$ cat src/rtl/apb_regfile_completer_if.sv
// APB3 bus bundle between a requester and apb_regfile_completer.
interface apb_regfile_completer_if;
    logic        PSEL;
    logic        PENABLE;
    logic        PWRITE;
    logic [31:0] PADDR;
    logic [31:0] PWDATA;
    logic [31:0] PRDATA;
    logic        PREADY;
    logic        PSLVERR;

    modport master (
        output PSEL, PENABLE, PWRITE, PADDR, PWDATA,
        input  PRDATA, PREADY, PSLVERR
    );

    modport slave (
        input  PSEL, PENABLE, PWRITE, PADDR, PWDATA,
        output PRDATA, PREADY, PSLVERR
    );
endinterface

$ cat src/rtl/apb_regfile_completer.sv
// APB3 completer over a small register file with fixed wait-state insertion.
// Define APB_REGFILE_ERR_EN to drive PSLVERR on decode errors; otherwise it is tied low.
module apb_regfile_completer #(
    parameter logic [31:0] BASE_ADDR   = 32'h0000_0000,
    parameter int          NUM_REGS    = 16,
    parameter int          WAIT_STATES = 1,
    parameter logic [31:0] ID_VALUE    = 32'hA9B0_0001
) (
    input logic                    PCLK,
    input logic                    PRESETn,
    apb_regfile_completer_if.slave bus
);

    localparam int          IDXW = $clog2(NUM_REGS);
    localparam logic [31:0] SPAN = 32'(NUM_REGS * 4);

    typedef enum logic [1:0] {IDLE, WAIT, READY} state_t;

    state_t state, next_state;

    logic [31:0] regs [NUM_REGS];
    logic [31:0] counter;

    logic            cap_write;
    logic [31:0]     cap_wdata;
    logic            cap_err;
    logic [IDXW-1:0] cap_idx;
    logic [31:0]     cap_rdata;
    logic [3:0]      wcnt;

    logic capture, commit, dec;

    logic [31:0]     offset;
    logic [IDXW-1:0] idx;
    logic            addr_err;
    logic            dec_err;
    logic [31:0]     rd_data;

    assign offset   = bus.PADDR - BASE_ADDR;
    assign idx      = offset[IDXW+1:2];
    assign addr_err = (bus.PADDR < BASE_ADDR) || (offset >= SPAN) || (bus.PADDR[1:0] != 2'b00);
    assign dec_err  = addr_err || (bus.PWRITE && (idx < IDXW'(2)));

    // Read data is snapshotted at setup, so the counter reads back its setup-edge value.
    always_comb begin
        rd_data = '0;
        if (!addr_err) begin
            if (idx == IDXW'(0))
                rd_data = ID_VALUE;
            else if (idx == IDXW'(1))
                rd_data = counter;
            else
                rd_data = regs[idx];
        end
    end

    always_ff @(posedge PCLK or negedge PRESETn) begin
        if (!PRESETn)
            state <= IDLE;
        else
            state <= next_state;
    end

    always_comb begin
        next_state = state;
        capture    = 1'b0;
        commit     = 1'b0;
        dec        = 1'b0;
        case (state)
            IDLE: begin
                if (bus.PSEL && !bus.PENABLE) begin
                    capture    = 1'b1;
                    next_state = (WAIT_STATES > 0) ? WAIT : READY;
                end
            end
            WAIT: begin
                if (!bus.PSEL) begin
                    next_state = IDLE;
                end else if (bus.PENABLE) begin
                    dec = 1'b1;
                    if (wcnt == 4'd1)
                        next_state = READY;
                end
            end
            READY: begin
                next_state = IDLE;
                commit     = bus.PSEL;
            end
            default: next_state = IDLE;
        endcase
    end

    // Datapath: setup capture, wait countdown, and the completing-edge commit.
    always_ff @(posedge PCLK or negedge PRESETn) begin
        if (!PRESETn) begin
            cap_write <= 1'b0;
            cap_wdata <= '0;
            cap_err   <= 1'b0;
            cap_idx   <= '0;
            cap_rdata <= '0;
            wcnt      <= '0;
            counter   <= '0;
            for (int i = 0; i < NUM_REGS; i++)
                regs[i] <= '0;
        end else begin
            if (capture) begin
                cap_write <= bus.PWRITE;
                cap_wdata <= bus.PWDATA;
                cap_err   <= dec_err;
                cap_idx   <= idx;
                cap_rdata <= rd_data;
                wcnt      <= 4'(WAIT_STATES);
            end else if (dec) begin
                wcnt <= wcnt - 4'd1;
            end
            if (commit) begin
                if (cap_write && !cap_err)
                    regs[cap_idx] <= cap_wdata;
                counter <= counter + 32'd1;
            end
        end
    end

    assign bus.PREADY = (state == READY);
    assign bus.PRDATA = ((state == READY) && !cap_write && !cap_err) ? cap_rdata : '0;
`ifdef APB_REGFILE_ERR_EN
    assign bus.PSLVERR = (state == READY) && cap_err;
`else
    assign bus.PSLVERR = 1'b0;
`endif

endmodule

$ cat src/flat_wrapper.sv
// flat-port wrapper written by rule: the top's interface ports become plain ports
module apb_regfile_completer_flat 
#(
    parameter logic [31:0] BASE_ADDR   = 32'h0000_0000,
    parameter int          NUM_REGS    = 16,
    parameter int          WAIT_STATES = 1,
    parameter logic [31:0] ID_VALUE    = 32'hA9B0_0001
)
  (PCLK, PRESETn, bus_PSEL, bus_PENABLE, bus_PWRITE, bus_PADDR, bus_PWDATA, bus_PRDATA, bus_PREADY, bus_PSLVERR);
  apb_regfile_completer_if bus_i ();
  input logic PCLK;
  input logic PRESETn;
  input wire logic [$bits(bus_i.PSEL)-1:0] bus_PSEL;
  input wire logic [$bits(bus_i.PENABLE)-1:0] bus_PENABLE;
  input wire logic [$bits(bus_i.PWRITE)-1:0] bus_PWRITE;
  input wire logic [$bits(bus_i.PADDR)-1:0] bus_PADDR;
  input wire logic [$bits(bus_i.PWDATA)-1:0] bus_PWDATA;
  output wire logic [$bits(bus_i.PRDATA)-1:0] bus_PRDATA;
  output wire logic [$bits(bus_i.PREADY)-1:0] bus_PREADY;
  output wire logic [$bits(bus_i.PSLVERR)-1:0] bus_PSLVERR;
  assign bus_i.PSEL = bus_PSEL;
  assign bus_i.PENABLE = bus_PENABLE;
  assign bus_i.PWRITE = bus_PWRITE;
  assign bus_i.PADDR = bus_PADDR;
  assign bus_i.PWDATA = bus_PWDATA;
  assign bus_PRDATA = bus_i.PRDATA;
  assign bus_PREADY = bus_i.PREADY;
  assign bus_PSLVERR = bus_i.PSLVERR;
  apb_regfile_completer #(.BASE_ADDR(BASE_ADDR), .NUM_REGS(NUM_REGS), .WAIT_STATES(WAIT_STATES), .ID_VALUE(ID_VALUE)) u_core (.PCLK(PCLK), .PRESETn(PRESETn), .bus(bus_i));
endmodule
$ cat config.mk
export PLATFORM = sky130hd
export DESIGN_NAME = apb_regfile_completer_flat
export DESIGN_NICKNAME = d
export VERILOG_FILES = /design/src/rtl/apb_regfile_completer_if.sv /design/src/rtl/apb_regfile_completer.sv /design/src/flat_wrapper.sv
export SDC_FILE = /design/constraint.sdc
export NUM_CORES = 1
export LEC_CHECK = 0
export ABC_AREA = 1
export BUFFER_PORTS_ARGS = -buffer_cell sky130_fd_sc_hd__buf_2
export CAP_MARGIN = 20
export CORE_MARGIN = 1.5
export CORE_UTILIZATION = 55
export DETAILED_ROUTE_END_ITERATION = 10
export PLACE_DENSITY = 0.72
export RECOVER_POWER = 100
export SETUP_SLACK_MARGIN = 0.1
export SLEW_MARGIN = 20
export SYNTH_ARGS = -nofsm -noshare
export SYNTH_HDL_FRONTEND = slang
export SYNTH_SLANG_ARGS = --single-unit
$ cat constraint.sdc
create_clock -name PCLK -period 2.2 [get_ports PCLK]
set_clock_uncertainty 0.15 [all_clocks]
set_input_delay 0.55 -clock PCLK [delete_from_list [all_inputs] [get_ports PCLK]]
set_output_delay 0.55 -clock PCLK [all_outputs]
set_load 0.01 [all_outputs]
Word level (Yosys, flattened, before mapping). Index checks and enable logic that the tools add are counted.

Register bits after elaboration: 620. Bits in latches: 0. Memory bits (writable): 0. Memory bits (read-only): 0. Input bits: 69. Output and inout port bits: 34. Word-level logic and storage cells: 82. Memories kept: 0.

Add/subtract/negate cells: 2. $mul: 0. Div/mod/pow operators: 0. Magnitude comparators: 6. Equal/unequal tests: 7. Shift operators: 0. Multiplexer cells: 23. Bitwise operators: 2. Reductions and logical operators: 18.

Operators with widths (count): bitwise mux 512 bit (1); two-way mux 32 bit (7); binary-select mux 32 bit (select 4 bit) (1); demux 32 bit (select 4 bit) (1); adder 32 x 1 -> 32 bit (second input constant) (1); greater-or-equal comparator 32 x 7 -> 1 bit (second input constant) (1); less-than comparator 32 x 1 -> 1 bit (second input constant) (1); greater-or-equal comparator 5 bit (second input constant) (2); NOT 4 -> 5 bit (2); == test 4 x 1 -> 1 bit (second input constant) (2); two-way mux 2 bit (4); two-way mux 4 bit (2); logical AND 1 bit (6); two-way mux 1 bit (6); less-than comparator 5 x 1 -> 1 bit (second input constant) (1); logical NOT 4 bit (1); less-than comparator 4 x 2 -> 1 bit (second input constant) (1); case mux 2 bit (2 select lines) (1); nonzero test 2 bit (2); subtractor 4 x 1 -> 4 bit (second input constant) (1); logical NOT 1 bit (3); logical OR 1 bit (3); inequality test 3 x 2 -> 1 bit (second input constant) (1); inequality test 3 bit (second input constant) (1); other kinds (6) (6).

Longest topological paths before layout.
Depth after elaboration: 7. Gate-level depth with buffers: 13. Gate-level depth less buffers: 11.

Least setup slack after synthesis. OpenSTA, ideal clock, no wires.

Path kind: input to register. Start point: input port bus_PADDR[4]. End point: register u_core.cap_rdata[14]. Setup time: 0.117 ns. Arrival: 1.790 ns. Data required time: 1.933 ns. Setup slack: 0.143 ns. Stages: 9. Path buffers: 2. Cells stage by stage: buf_2 > nor2_4 > inv_2 > nor2_4 > inv_1 > buf_2 > or2_2 > nand3_1 > nand2_1.

Longest elaborated chain between the ends: 7. Elaborated cells between the ends (all ways): 13. Those cells by class: 2 x order compare; 1 x eq/ne; 6 x mux; 1 x bitwise; 3 x reduce/logical.

RTL lines: from (decl) (line flat_wrapper.sv:16) `input wire logic [$bits(bus_i.PADDR)-1:0] bus_PADDR;`; branches (longest 6 deep; another with less-than comparator 32 x 1 -> 1 bit); two-way mux 32 bit (*) (line apb_regfile_completer.sv:47) `if (!addr_err) begin`; to (signal assigned) (line apb_regfile_completer.sv:111) `cap_rdata <= rd_data;`; to (decl) (line apb_regfile_completer.sv:28) `logic [31:0] cap_rdata;`.

Mark *: on every way between the ends. The select of a mux whose other input is x is not followed. A chain may end at the register's enable or synchronous reset.

Final worst setup path.
Start point: register u_core.state[0]. End point: output port bus_PRDATA[21].

Longest elaborated chain between the ends: 4.

RTL lines: from (decl) (line apb_regfile_completer.sv:19) `state_t state, next_state;`; from (signal assigned) (line apb_regfile_completer.sv:61) `state <= next_state;`; == test 2 bit (line apb_regfile_completer.sv:125) `assign bus.PRDATA = ((state == READY) && !cap_write && !cap_err) ? cap_rdata : '0;`; logical AND 1 bit (2 in a row) (line apb_regfile_completer.sv:125); two-way mux 32 bit (line apb_regfile_completer.sv:125); to (decl) (line flat_wrapper.sv:18) `output wire logic [$bits(bus_i.PRDATA)-1:0] bus_PRDATA;`.

No other way between the ends.

==> impl_metrics.env <==
export IMPL_tns_ns=-6.52
export IMPL_final_nets=3814
export IMPL_die_h_um=227
export IMPL_wl_per_cell_um=18.8
export IMPL_critPathLaunchType="flop"
export IMPL_overflow=0
export IMPL_setup_violations=33
export IMPL_synth_top_area_share_pct=52.8
export IMPL_ys_seq_elements=580
export IMPL_clockRootBuffer="clkbuf_16"
export IMPL_post_route_min_period_ns=2.43
export IMPL_synth_avg_cell_area_sq_um=7.55
export IMPL_dieArea_sq_um=51300
export IMPL_htreeDepth=2
export IMPL_grt_max_degree=79
export IMPL_finalHoldViolations=0
export IMPL_cts_tree="done"
export IMPL_clkSlewWorstSetupHoldPaths_ns=0.06
export IMPL_mostFrequentLayoutCell="nand2_1"
export IMPL_drive_gt1_share_pct=12.6
export IMPL_fin_util_pct=66.4
export IMPL_powerDensity_nw_per_um2=734
export IMPL_cts_made_buffers=59
export IMPL_vias_per_cell=5.50
export IMPL_cp_required_ns=1.50
export IMPL_via_count=24451
export IMPL_outcome="finished, violations left"
export IMPL_crit_type="flop to output port"
export IMPL_die_w_um=227
export IMPL_synth_seq_area_share_pct=52.8
export IMPL_floorplan_io_pins=103
export IMPL_antenna_found_initial=3
export IMPL_cp_end_kind="output port"
export IMPL_violations="setup timing"
export IMPL_synth_area_sq_um=27500
export IMPL_routed_wirelength_um=83700
export IMPL_yosysWarnings=0
export IMPL_rows=81
export IMPL_clk_latency_ns=0.64
export IMPL_rsz0062_at_grt="yes"
export IMPL_synth_area_leader_cell="dfrtp_1"
export IMPL_finalNonFillerCells=4445
export IMPL_antenna_cells=0
export IMPL_grt_pass1_vias=22805
export IMPL_fin_crit_sh_pct=111
export IMPL_setup_ws_ns=-0.233
export IMPL_syn_num_nets=3715
export IMPL_slew_viol_final=0
export IMPL_drc=0
export IMPL_ant_nets=0
export IMPL_grtUsageTotal_pct=32.6
export IMPL_cts_sinks=580
export IMPL_yosys_top_cells_area="dfrtp_1 53%, nand2_1 19%, o21ai_0 7.8%"
export IMPL_tightest_slew_ns=0.931
export IMPL_cts_path_max_buffers=3
export IMPL_area_delta_synth_final_pct=18.7
export IMPL_cp_max_fo=19
export IMPL_synth_cell_types=35
export IMPL_drt_initial_drc_count=2620
export IMPL_hp_class="input pin to flop"
export IMPL_cp_arrival_ns=1.73
export IMPL_place_ws_ns=0.0672
export IMPL_place_hpwl_um=50500
export IMPL_place_congestion=0.914
export IMPL_layout_common_cells="1,297 x nand2_1, 580 x dfrtp_1, 360 x o21ai_0, 347 x inv_1, 229 x nand3_1"
export IMPL_max_slew_margin_pct=38.0
export IMPL_leakage_nw=15.8
export IMPL_portBuffers=101
export IMPL_placed_cells=4301
export IMPL_clock_fmax_mhz=411
export IMPL_grt_pass1_wl_um=129000
export IMPL_syn_inst=3643
export IMPL_core_area_sq_um=49200
export IMPL_max_cap_violations=0
export IMPL_peakVddDrop_mv=0.647
export IMPL_start_util_pct=55.9
export IMPL_firstDrtPassIters=6
## layer usage
| metal | GRT usage (%) | vias to the layer above | routed length (um) |
|---|---|---|---|
| li1 | - | 11577 | - |
| met4 | 12.0 | 6 | 3330 |
| met3 | 5.93 | 221 | 7320 |
| met5 | 0 | - | 39 |
| met1 | 45.5 | 11623 | 35000 |
| met2 | 51.1 | 1024 | 38000 |
## where the power goes
part | leakage [nW] | switching (W) | internal, W
sequential | 8.00 | 0.000146 | 0.0109
clock | 0.958 | 0.00425 | 0.00597
combinational | 6.88 | 0.00201 | 0.000655
## through the flow
step | total power [W] | hold slack, ns | cell area [sq um]
3_3_place_gp | 0.0138 | 0.293 | 29800
2_1_floorplan | 0.0127 | 0.104 | 27500
4_1_cts | 0.0240 | 0.0169 | 32100
6_report | 0.0240 | 0.0427 | 32600
3_5_place_dp | 0.0138 | 0.297 | 29800
5_1_grt | 0.0248 | 0.0411 | 32600
## sequential cells by signal, indices dropped and copies added, names as in the netlist
signal and cells:
u_core.regs 472, u_core.cap_rdata 32, u_core.cap_wdata 32, u_core.counter 32
u_core.cap_idx 4, u_core.wcnt 4, u_core.state 2, u_core.cap_err 1
u_core.cap_write 1
## cells in the mapped netlist
library cell / count
nand2_1: 1397
a31oi_1: 1
clkbuf_1: 159
nand3_4: 1
o211ai_1: 2
and2_0: 2
inv_1: 349
nand2_2: 11
nor3_1: 14
nand3b_1: 4
buf_4: 1
nand3_2: 2
buf_2: 53
nand3_1: 230
nor2_4: 2
o21ai_1: 128
nand2_4: 4
o21ai_0: 426
nor3_4: 4
clkinv_1: 2
o31ai_1: 3
ha_1: 3
clkinv_2: 1
a21oi_1: 57
dfrtp_1: 580
nand4_1: 8
or2_2: 6
buf_1: 21
conb_1: 1
xor2_1: 16
xnor2_1: 2
nor2_2: 1
nor2_1: 148
o21a_1: 1
inv_2: 3
## area by class of cell
class                      count  area, sq um
sequential                   580        14500
clock inverter                13          234
multi-input combinational   2474        11100
inverter                     355         1340
fill                        4212        16500
clock buffer                  87         1720
tap                          664          831
timing repair buffer         272         2870
## critical path, stage by stage, from the launching register on
cell and delay, ns:
dfrtp_1 0.40, inv_2 0.07, nand2_2 0.05, inv_2 0.07, nand3_4 0.10, buf_8 0.17, nor2_1 0.10, buf_2 0.14
## final timing paths
kind | from | endpoint | slack (ns) | depth (start not counted)
worst max-delay path | u_core.state[0]$_DFFE_PN0P_ | bus_PRDATA[21] | -0.23 | 7
worst min-delay path | bus_PWRITE | u_core.cap_write$_DFFE_PN0P_ | 0.04 | 3
worst max register to register | u_core.state[0]$_DFFE_PN0P_ | u_core.regs[138]$_DFFE_PN0P_ | 0.04 | 12
worst min register to register | u_core.cap_rdata[0]$_DFFE_PN0P_ | u_core.cap_rdata[0]$_DFFE_PN0P_ | 0.33 | 2
max in group asynchronous | PRESETn | u_core.regs[382]$_DFFE_PN0P_ | 0.08 | 4
min in group asynchronous | PRESETn | u_core.regs[293]$_DFFE_PN0P_ | 0.45 | 2
## kinds of logic after synthesis
family / count (synthesis) / synth area share, %
and+or+nand+nor: 1834 / 26.9
AOI/OAI and AO/OA: 618 / 11.3
buffers and inverters: 589 / 8.30
DFF: 580 / 52.8
xor gates and xnor gates: 18 / 0.573
adders and majority gates: 3 / 0.137
other: 1 / 0.0136
## timing repair
action / CTS / global route
endpoints found under the setup margin: 33 / 38
pin swaps: 0 / 59
gates resized for setup: 14 / 205
hold endpoints to repair: 71 / 0
hold buffers: 26 / 0
setup buffers: 5 / 6
cloned: 0 / 7
Power figures use the tool's default switching activity.
